[src/rtl/mips_pkg.sv]
// Shared constants for the multi-cycle MIPS control unit: opcodes, functs,
// ALU control codes, mux select codes and FSM state encodings.
package mips_pkg;

  // Opcodes (Instr[31:26])
  localparam logic [5:0] OpRtype = 6'b000000;
  localparam logic [5:0] OpLw    = 6'b100011;
  localparam logic [5:0] OpSw    = 6'b101011;
  localparam logic [5:0] OpBeq   = 6'b000100;
  localparam logic [5:0] OpBne   = 6'b000101;
  localparam logic [5:0] OpAddi  = 6'b001000;
  localparam logic [5:0] OpJ     = 6'b000010;

  // R-type functs (Instr[5:0])
  localparam logic [5:0] FnAdd = 6'b100000;
  localparam logic [5:0] FnSub = 6'b100010;
  localparam logic [5:0] FnAnd = 6'b100100;
  localparam logic [5:0] FnOr  = 6'b100101;
  localparam logic [5:0] FnSlt = 6'b101010;

  // ALUControl codes
  localparam logic [2:0] AluAnd = 3'b000;
  localparam logic [2:0] AluOr  = 3'b001;
  localparam logic [2:0] AluAdd = 3'b010;
  localparam logic [2:0] AluSub = 3'b110;
  localparam logic [2:0] AluSlt = 3'b111;

  // ALUSrcB selects
  localparam logic [1:0] SrcBReg   = 2'b00;
  localparam logic [1:0] SrcBFour  = 2'b01;
  localparam logic [1:0] SrcBImm   = 2'b10;
  localparam logic [1:0] SrcBImmSh = 2'b11;

  // PCSrc selects
  localparam logic [1:0] PcAluResult = 2'b00;
  localparam logic [1:0] PcAluOut    = 2'b01;
  localparam logic [1:0] PcJump      = 2'b10;

  typedef enum logic [3:0] {
    StFetch    = 4'd0,
    StDecode   = 4'd1,
    StMemAdr   = 4'd2,
    StMemRead  = 4'd3,
    StMemWb    = 4'd4,
    StMemWrite = 4'd5,
    StExecute  = 4'd6,
    StAluWb    = 4'd7,
    StBranch   = 4'd8,
    StAddiEx   = 4'd9,
    StAddiWb   = 4'd10,
    StJump     = 4'd11,
    StFault    = 4'd15
  } state_e;

endpackage

[src/rtl/alu_decoder.sv]
// Combinational R-type funct decoder: ALU control code plus a legality flag.
module alu_decoder
  import mips_pkg::*;
(
  input  logic [5:0] funct_i,
  output logic [2:0] alu_ctrl_o,
  output logic       valid_o
);

  // Map funct to ALU operation; unknown functs flag invalid and drive AND code
  always_comb begin
    alu_ctrl_o = AluAnd;
    valid_o    = 1'b1;
    unique case (funct_i)
      FnAdd:   alu_ctrl_o = AluAdd;
      FnSub:   alu_ctrl_o = AluSub;
      FnAnd:   alu_ctrl_o = AluAnd;
      FnOr:    alu_ctrl_o = AluOr;
      FnSlt:   alu_ctrl_o = AluSlt;
      default: valid_o    = 1'b0;
    endcase
  end

endmodule

[src/rtl/mips_multicycle_ctrl.sv]
// Multi-cycle MIPS control FSM with memory-ready handshake, bounded memory
// waits and a sticky fault state for illegal opcodes/functs and timeouts.
module mips_multicycle_ctrl
  import mips_pkg::*;
#(
  parameter int unsigned WAIT_TIMEOUT = 16,
  parameter int unsigned CNT_W        = 5,
  parameter bit          EN_BNE       = 1'b1
) (
  input  logic       clk,
  input  logic       reset,
  input  logic [5:0] opcode,
  input  logic [5:0] funct,
  input  logic       zero,
  input  logic       mem_ready,
  output logic       mem_req,
  output logic       MemWrite,
  output logic       IorD,
  output logic       IRWrite,
  output logic       RegDst,
  output logic       MemtoReg,
  output logic       RegWrite,
  output logic       ALUSrcA,
  output logic [1:0] ALUSrcB,
  output logic [2:0] ALUControl,
  output logic [1:0] PCSrc,
  output logic       pc_en,
  output logic       fault,
  output logic [3:0] state_dbg
);

  state_e           state_q, state_d;
  logic [CNT_W-1:0] wait_cnt_q, wait_cnt_d;
  logic [2:0]       alu_ctrl;
  logic             funct_valid;
  logic             mem_state;
  logic             timeout;

  alu_decoder u_alu_decoder (
    .funct_i    (funct),
    .alu_ctrl_o (alu_ctrl),
    .valid_o    (funct_valid)
  );

  assign mem_state = (state_q == StFetch) || (state_q == StMemRead) || (state_q == StMemWrite);
  // Ready in the final wait cycle still wins over the timeout
  assign timeout   = mem_state && !mem_ready && (wait_cnt_q == CNT_W'(WAIT_TIMEOUT - 1));

  // State and wait counter registers
  always_ff @(posedge clk or negedge reset) begin
    if (!reset) begin
      state_q    <= StFetch;
      wait_cnt_q <= '0;
    end else begin
      state_q    <= state_d;
      wait_cnt_q <= wait_cnt_d;
    end
  end

  // Next-state logic and wait counter update
  always_comb begin
    state_d = state_q;
    unique case (state_q)
      StFetch: begin
        if (mem_ready)    state_d = StDecode;
        else if (timeout) state_d = StFault;
      end
      StDecode: begin
        unique case (opcode)
          OpLw, OpSw: state_d = StMemAdr;
          OpRtype:    state_d = StExecute;
          OpBeq:      state_d = StBranch;
          OpBne:      state_d = EN_BNE ? StBranch : StFault;
          OpAddi:     state_d = StAddiEx;
          OpJ:        state_d = StJump;
          default:    state_d = StFault;
        endcase
      end
      StMemAdr:  state_d = (opcode == OpSw) ? StMemWrite : StMemRead;
      StMemRead: begin
        if (mem_ready)    state_d = StMemWb;
        else if (timeout) state_d = StFault;
      end
      StMemWb:   state_d = StFetch;
      StMemWrite: begin
        if (mem_ready)    state_d = StFetch;
        else if (timeout) state_d = StFault;
      end
      StExecute: state_d = funct_valid ? StAluWb : StFault;
      StAluWb:   state_d = StFetch;
      StBranch:  state_d = StFetch;
      StAddiEx:  state_d = StAddiWb;
      StAddiWb:  state_d = StFetch;
      StJump:    state_d = StFetch;
      StFault:   state_d = StFault;
      default:   state_d = StFault;
    endcase

    wait_cnt_d = '0;
    if (mem_state && !mem_ready && (state_d == state_q)) wait_cnt_d = wait_cnt_q + 1'b1;
  end

  // Moore output decode; IRWrite/pc_en additionally qualified by ready/zero
  always_comb begin
    mem_req    = 1'b0;
    MemWrite   = 1'b0;
    IorD       = 1'b0;
    IRWrite    = 1'b0;
    RegDst     = 1'b0;
    MemtoReg   = 1'b0;
    RegWrite   = 1'b0;
    ALUSrcA    = 1'b0;
    ALUSrcB    = SrcBReg;
    ALUControl = AluAnd;
    PCSrc      = PcAluResult;
    pc_en      = 1'b0;
    unique case (state_q)
      StFetch: begin
        mem_req    = 1'b1;
        ALUSrcB    = SrcBFour;
        ALUControl = AluAdd;
        IRWrite    = mem_ready;
        pc_en      = mem_ready;
      end
      StDecode: begin
        ALUSrcB    = SrcBImmSh;
        ALUControl = AluAdd;
      end
      StMemAdr, StAddiEx: begin
        ALUSrcA    = 1'b1;
        ALUSrcB    = SrcBImm;
        ALUControl = AluAdd;
      end
      StMemRead: begin
        mem_req = 1'b1;
        IorD    = 1'b1;
      end
      StMemWb: begin
        MemtoReg = 1'b1;
        RegWrite = 1'b1;
      end
      StMemWrite: begin
        mem_req  = 1'b1;
        MemWrite = 1'b1;
        IorD     = 1'b1;
      end
      StExecute: begin
        ALUSrcA    = 1'b1;
        ALUControl = alu_ctrl;
      end
      StAluWb: begin
        RegDst   = 1'b1;
        RegWrite = 1'b1;
      end
      StBranch: begin
        ALUSrcA    = 1'b1;
        ALUControl = AluSub;
        PCSrc      = PcAluOut;
        pc_en      = (opcode == OpBne) ? !zero : zero;
      end
      StAddiWb: RegWrite = 1'b1;
      StJump: begin
        PCSrc = PcJump;
        pc_en = 1'b1;
      end
      default: ;
    endcase
    // Suppress every write enable while reset is held
    if (!reset) begin
      IRWrite  = 1'b0;
      pc_en    = 1'b0;
      RegWrite = 1'b0;
      MemWrite = 1'b0;
    end
  end

  assign fault     = (state_q == StFault);
  assign state_dbg = state_q;

endmodule
[config.mk]
export PLATFORM = sky130hd
export DESIGN_NAME = mips_multicycle_ctrl
export DESIGN_NICKNAME = d
export VERILOG_FILES = /design/src/rtl/mips_pkg.sv /design/src/rtl/alu_decoder.sv /design/src/rtl/mips_multicycle_ctrl.sv
export SDC_FILE = /design/constraint.sdc
export NUM_CORES = 1
export LEC_CHECK = 0
export BUFFER_PORTS_ARGS = -buffer_cell sky130_fd_sc_hd__buf_4
export CORE_MARGIN = 5
export CORE_UTILIZATION = 48
export CTS_BUF_LIST = sky130_fd_sc_hd__clkbuf_8 sky130_fd_sc_hd__clkbuf_16
export DETAILED_ROUTE_END_ITERATION = 16
export PLACE_DENSITY = 0.81
export SLEW_MARGIN = 20
export SYNTH_ARGS = -nofsm -noshare
export SYNTH_HDL_FRONTEND = slang
export SYNTH_SLANG_ARGS = --single-unit
[constraint.sdc]
create_clock -name clk -period 2 [get_ports clk]
set_input_delay 0.4 -clock clk [delete_from_list [all_inputs] [get_ports clk]]
set_output_delay 0.4 -clock clk [all_outputs]
set_load 0.02 [all_outputs]
==> impl_metrics.ini <==
[die]
start_util = 0.517
core_area_mm2 = 0.00178
ioPinCount = 37
dieArea_mm2 = 0.00290
rows = 15
die_h_um = 53.8
die_w_um = 53.8

[global_route]
grt_pass1_wl_um = 4710
antenna_found_initial = 0
grt_pass1_vias = 1120
gr-usage-all-layers = 0.222
grt_max_degree = 14
grt_overflow = 0

[cells_and_area]
regArea_um2 = 230
area_growth_pct = 44.0
layout_common_cells = buf_4 (43), nor2_1 (22), nand2_1 (8)
layout-drive-gt1-share = 0.351
antennaDiodeCount = 0
final_common_cell = buf_4
num-fill-cells = 143
fin_nets = 187
multiInputGateArea_um2 = 664

[placement]
place_ws_ps = 219
dpl.hpwl_um = 2180
port_buffers = 36
place_congestion = 0.913

[power]
p_switching_mw = 0.974
powerDensity_mw_per_mm2 = 1460
pwr-share-clk = 0.111
seq_power_share = 0.193
leakagePower_nw = 0.597
p_int_mw = 0.965
switching_share = 0.502
vdd_drop_max_mv = 1.03
combPwrFrac = 0.696

[sta]
fin_skew_ps = 0.373
max-slew-margin-rel = 0.718
finalSetupViolations = 0
rsz0062_at_grt = false
finalSetupTns_ps = 0
period_share = 0.957
hold_viol = 0
fin_crit_ps = 1910
max_freq_mhz = 523
holdWs_ps = 465
final_max_slew_viol_count = 0
finalWorstSetupSlack_ps = 86.6
tightest_slew_ps = 422

[yosys]
synth_warnings = 0
ys_seq_area_frac = 0.244
synthFlopType = dfrtp_1
synth-seq-cells = 9
synth_edf_count = 0
ys_types = 40
syn_avg_cell_area_um2 = 7.26
synth.largest_area_cell = dfrtp_1
synth_top_area_share = 0.244
synthCells = 127
async_reset_ff_frac = 1.00
syn_nets = 145
synth_top_cells_by_area = dfrtp_1 (24%), nor2_1 (9.4%), nand2b_1 (4.7%)
synthesis.area_um2 = 922

[hold_path]
hold_path_startpoint = wait_cnt_q[0]$_DFF_PN0_
worstHoldEndpoint = wait_cnt_q[0]$_DFF_PN0_
hold_depth = 1
min_path_type = flip-flop to flip-flop

[worst_setup_path]
crit_slowest_cell = dfrtp_2
crit_type = flip-flop to output port
timing.rr.start = state_dbg[2]$_DFF_PN0_
critical_path_buf_inv_count = 2
setup.worst_path.start_class = flip-flop
worst-path-max-fanout = 10
crit_arrival_ps = 1510
reg2reg_to = state_dbg[1]$_DFF_PN0_
crit_top_cell = buf_4
cp_top_family = simple AND/OR/NAND/NOR gates
cp-end-kind = output port
slowest_delay_ps = 440
cp_data_required_time_ps = 1600
path_cells = buf_4, nor2_1, nand3_1, nor3_1, buf_4
ff2ff_path_depth = 5
r2r_slack_ps = 300

[job]
cap_violations = 0

[clocking]
insertion_delay_ps = 240
clock-sinks = 9
cts_root_buf = clkbuf_8
h-tree-depth = 1
cts_buffers = 3
clk_pin_slew_ps = 50
clockBufferDepth = 2
cts_tree = built

[drt]
drc = 0
first_iter_violations = 18
first_pass_iters = 4
drt_wl_total_um = 2810
wire_per_inst_um = 14.6
vias_per_cell = 5.72
vias = 1104
ant_nets = 0

[status]
status = finished clean
-- how the worst max path moves through the flow --
stage / start / endpoint / slack, ps / depth (start not counted)
floorplan: state_dbg[1]$_DFF_PN0_ / IorD / 90 / 4
global placement: opcode[1] / pc_en / 240 / 6
detailed placement: opcode[1] / pc_en / 220 / 6
CTS: state_dbg[0]$_DFF_PN0_ / pc_en / 20 / 4
global route: state_dbg[0]$_DFF_PN0_ / mem_req / 10 / 5
finish: state_dbg[2]$_DFF_PN0_ / IRWrite / 90 / 5
-- worst reg2reg max path, cell delays in order, from the launching register on --
cell      delay [ps]
dfrtp_2          440
buf_4            190
or4_4            540
a211oi_2         210
nor2_1            70
o21bai_1         140
-- cell usage after synthesis, types with 4 or more instances --
| cell | instances |
|---|---|
| o21ai_0 | 5 |
| nand3_1 | 4 |
| dfrtp_1 | 9 |
| xor2_1 | 4 |
| inv_1 | 6 |
| nand2b_1 | 7 |
| nor3_1 | 7 |
| nand2_1 | 8 |
| clkbuf_1 | 4 |
| nor2_1 | 23 |
| a21oi_1 | 7 |
-- layout make-up --
type,instances,area share
Tap cell,25,0.0236
Multi-Input combinational cell,105,0.500
Sequential cell,9,0.173
Inverter,6,0.0170
Clock inverter,1,0.00377
Clock buffer,3,0.0311
Timing Repair Buffer,44,0.251
-- cell families after synthesis --
| logic type | count (synthesis) | synth area share |
|---|---|---|
| mux | 1 | 0.0109 |
| buf+inv | 13 | 0.0624 |
| xor+xnor | 6 | 0.0570 |
| fa+ha+maj | 2 | 0.0271 |
| flops | 9 | 0.244 |
| compound gates | 31 | 0.235 |
| simple gates | 65 | 0.364 |
-- sequential cells by signal, indices dropped and copies added, names as in the netlist --
signal,cells
wait_cnt_q,5
state_dbg,4
-- metrics by stage --
step	instance area, µm²	instances	power, mW	util
global route	1330	193	2.09	0.745
floorplan	935	127	1.18	-
detailed placement	1250	188	1.68	0.703
global placement	1250	188	1.65	0.703
finish	1330	193	1.94	0.745
CTS	1310	193	1.90	0.735
-- power by group through the flow --
| stage | combinational (mW) | sequential (mW) | clock (mW) |
|---|---|---|---|
| after global placement | 1.30 | 0.353 | 0 |
| after CTS | 1.33 | 0.351 | 0.218 |
| final | 1.35 | 0.373 | 0.215 |
| after global routing | 1.46 | 0.397 | 0.233 |
| after floorplan | 0.845 | 0.339 | 0 |
| after detailed placement | 1.32 | 0.353 | 0 |
-- repair_timing --
item | in CTS | in global routing
hold buffers | 1 | 0
buffers inserted | 0 | 0
hold endpoints to repair | 9 | 0
endpoints found under the setup margin | 0 | 9
gates resized for setup | 0 | 7
-- metal layers --
| layer | wire length [µm] | global-route usage | vias to the layer above |
|---|---|---|---|
| met5 | 0 | 0 | - |
| li1 | - | - | 540 |
| met4 | 55 | 0.115 | 0 |
| met3 | 156 | 0.0388 | 5 |
| met1 | 1160 | 0.245 | 522 |
| met2 | 1430 | 0.401 | 37 |
Power figures use the tool's default switching activity.
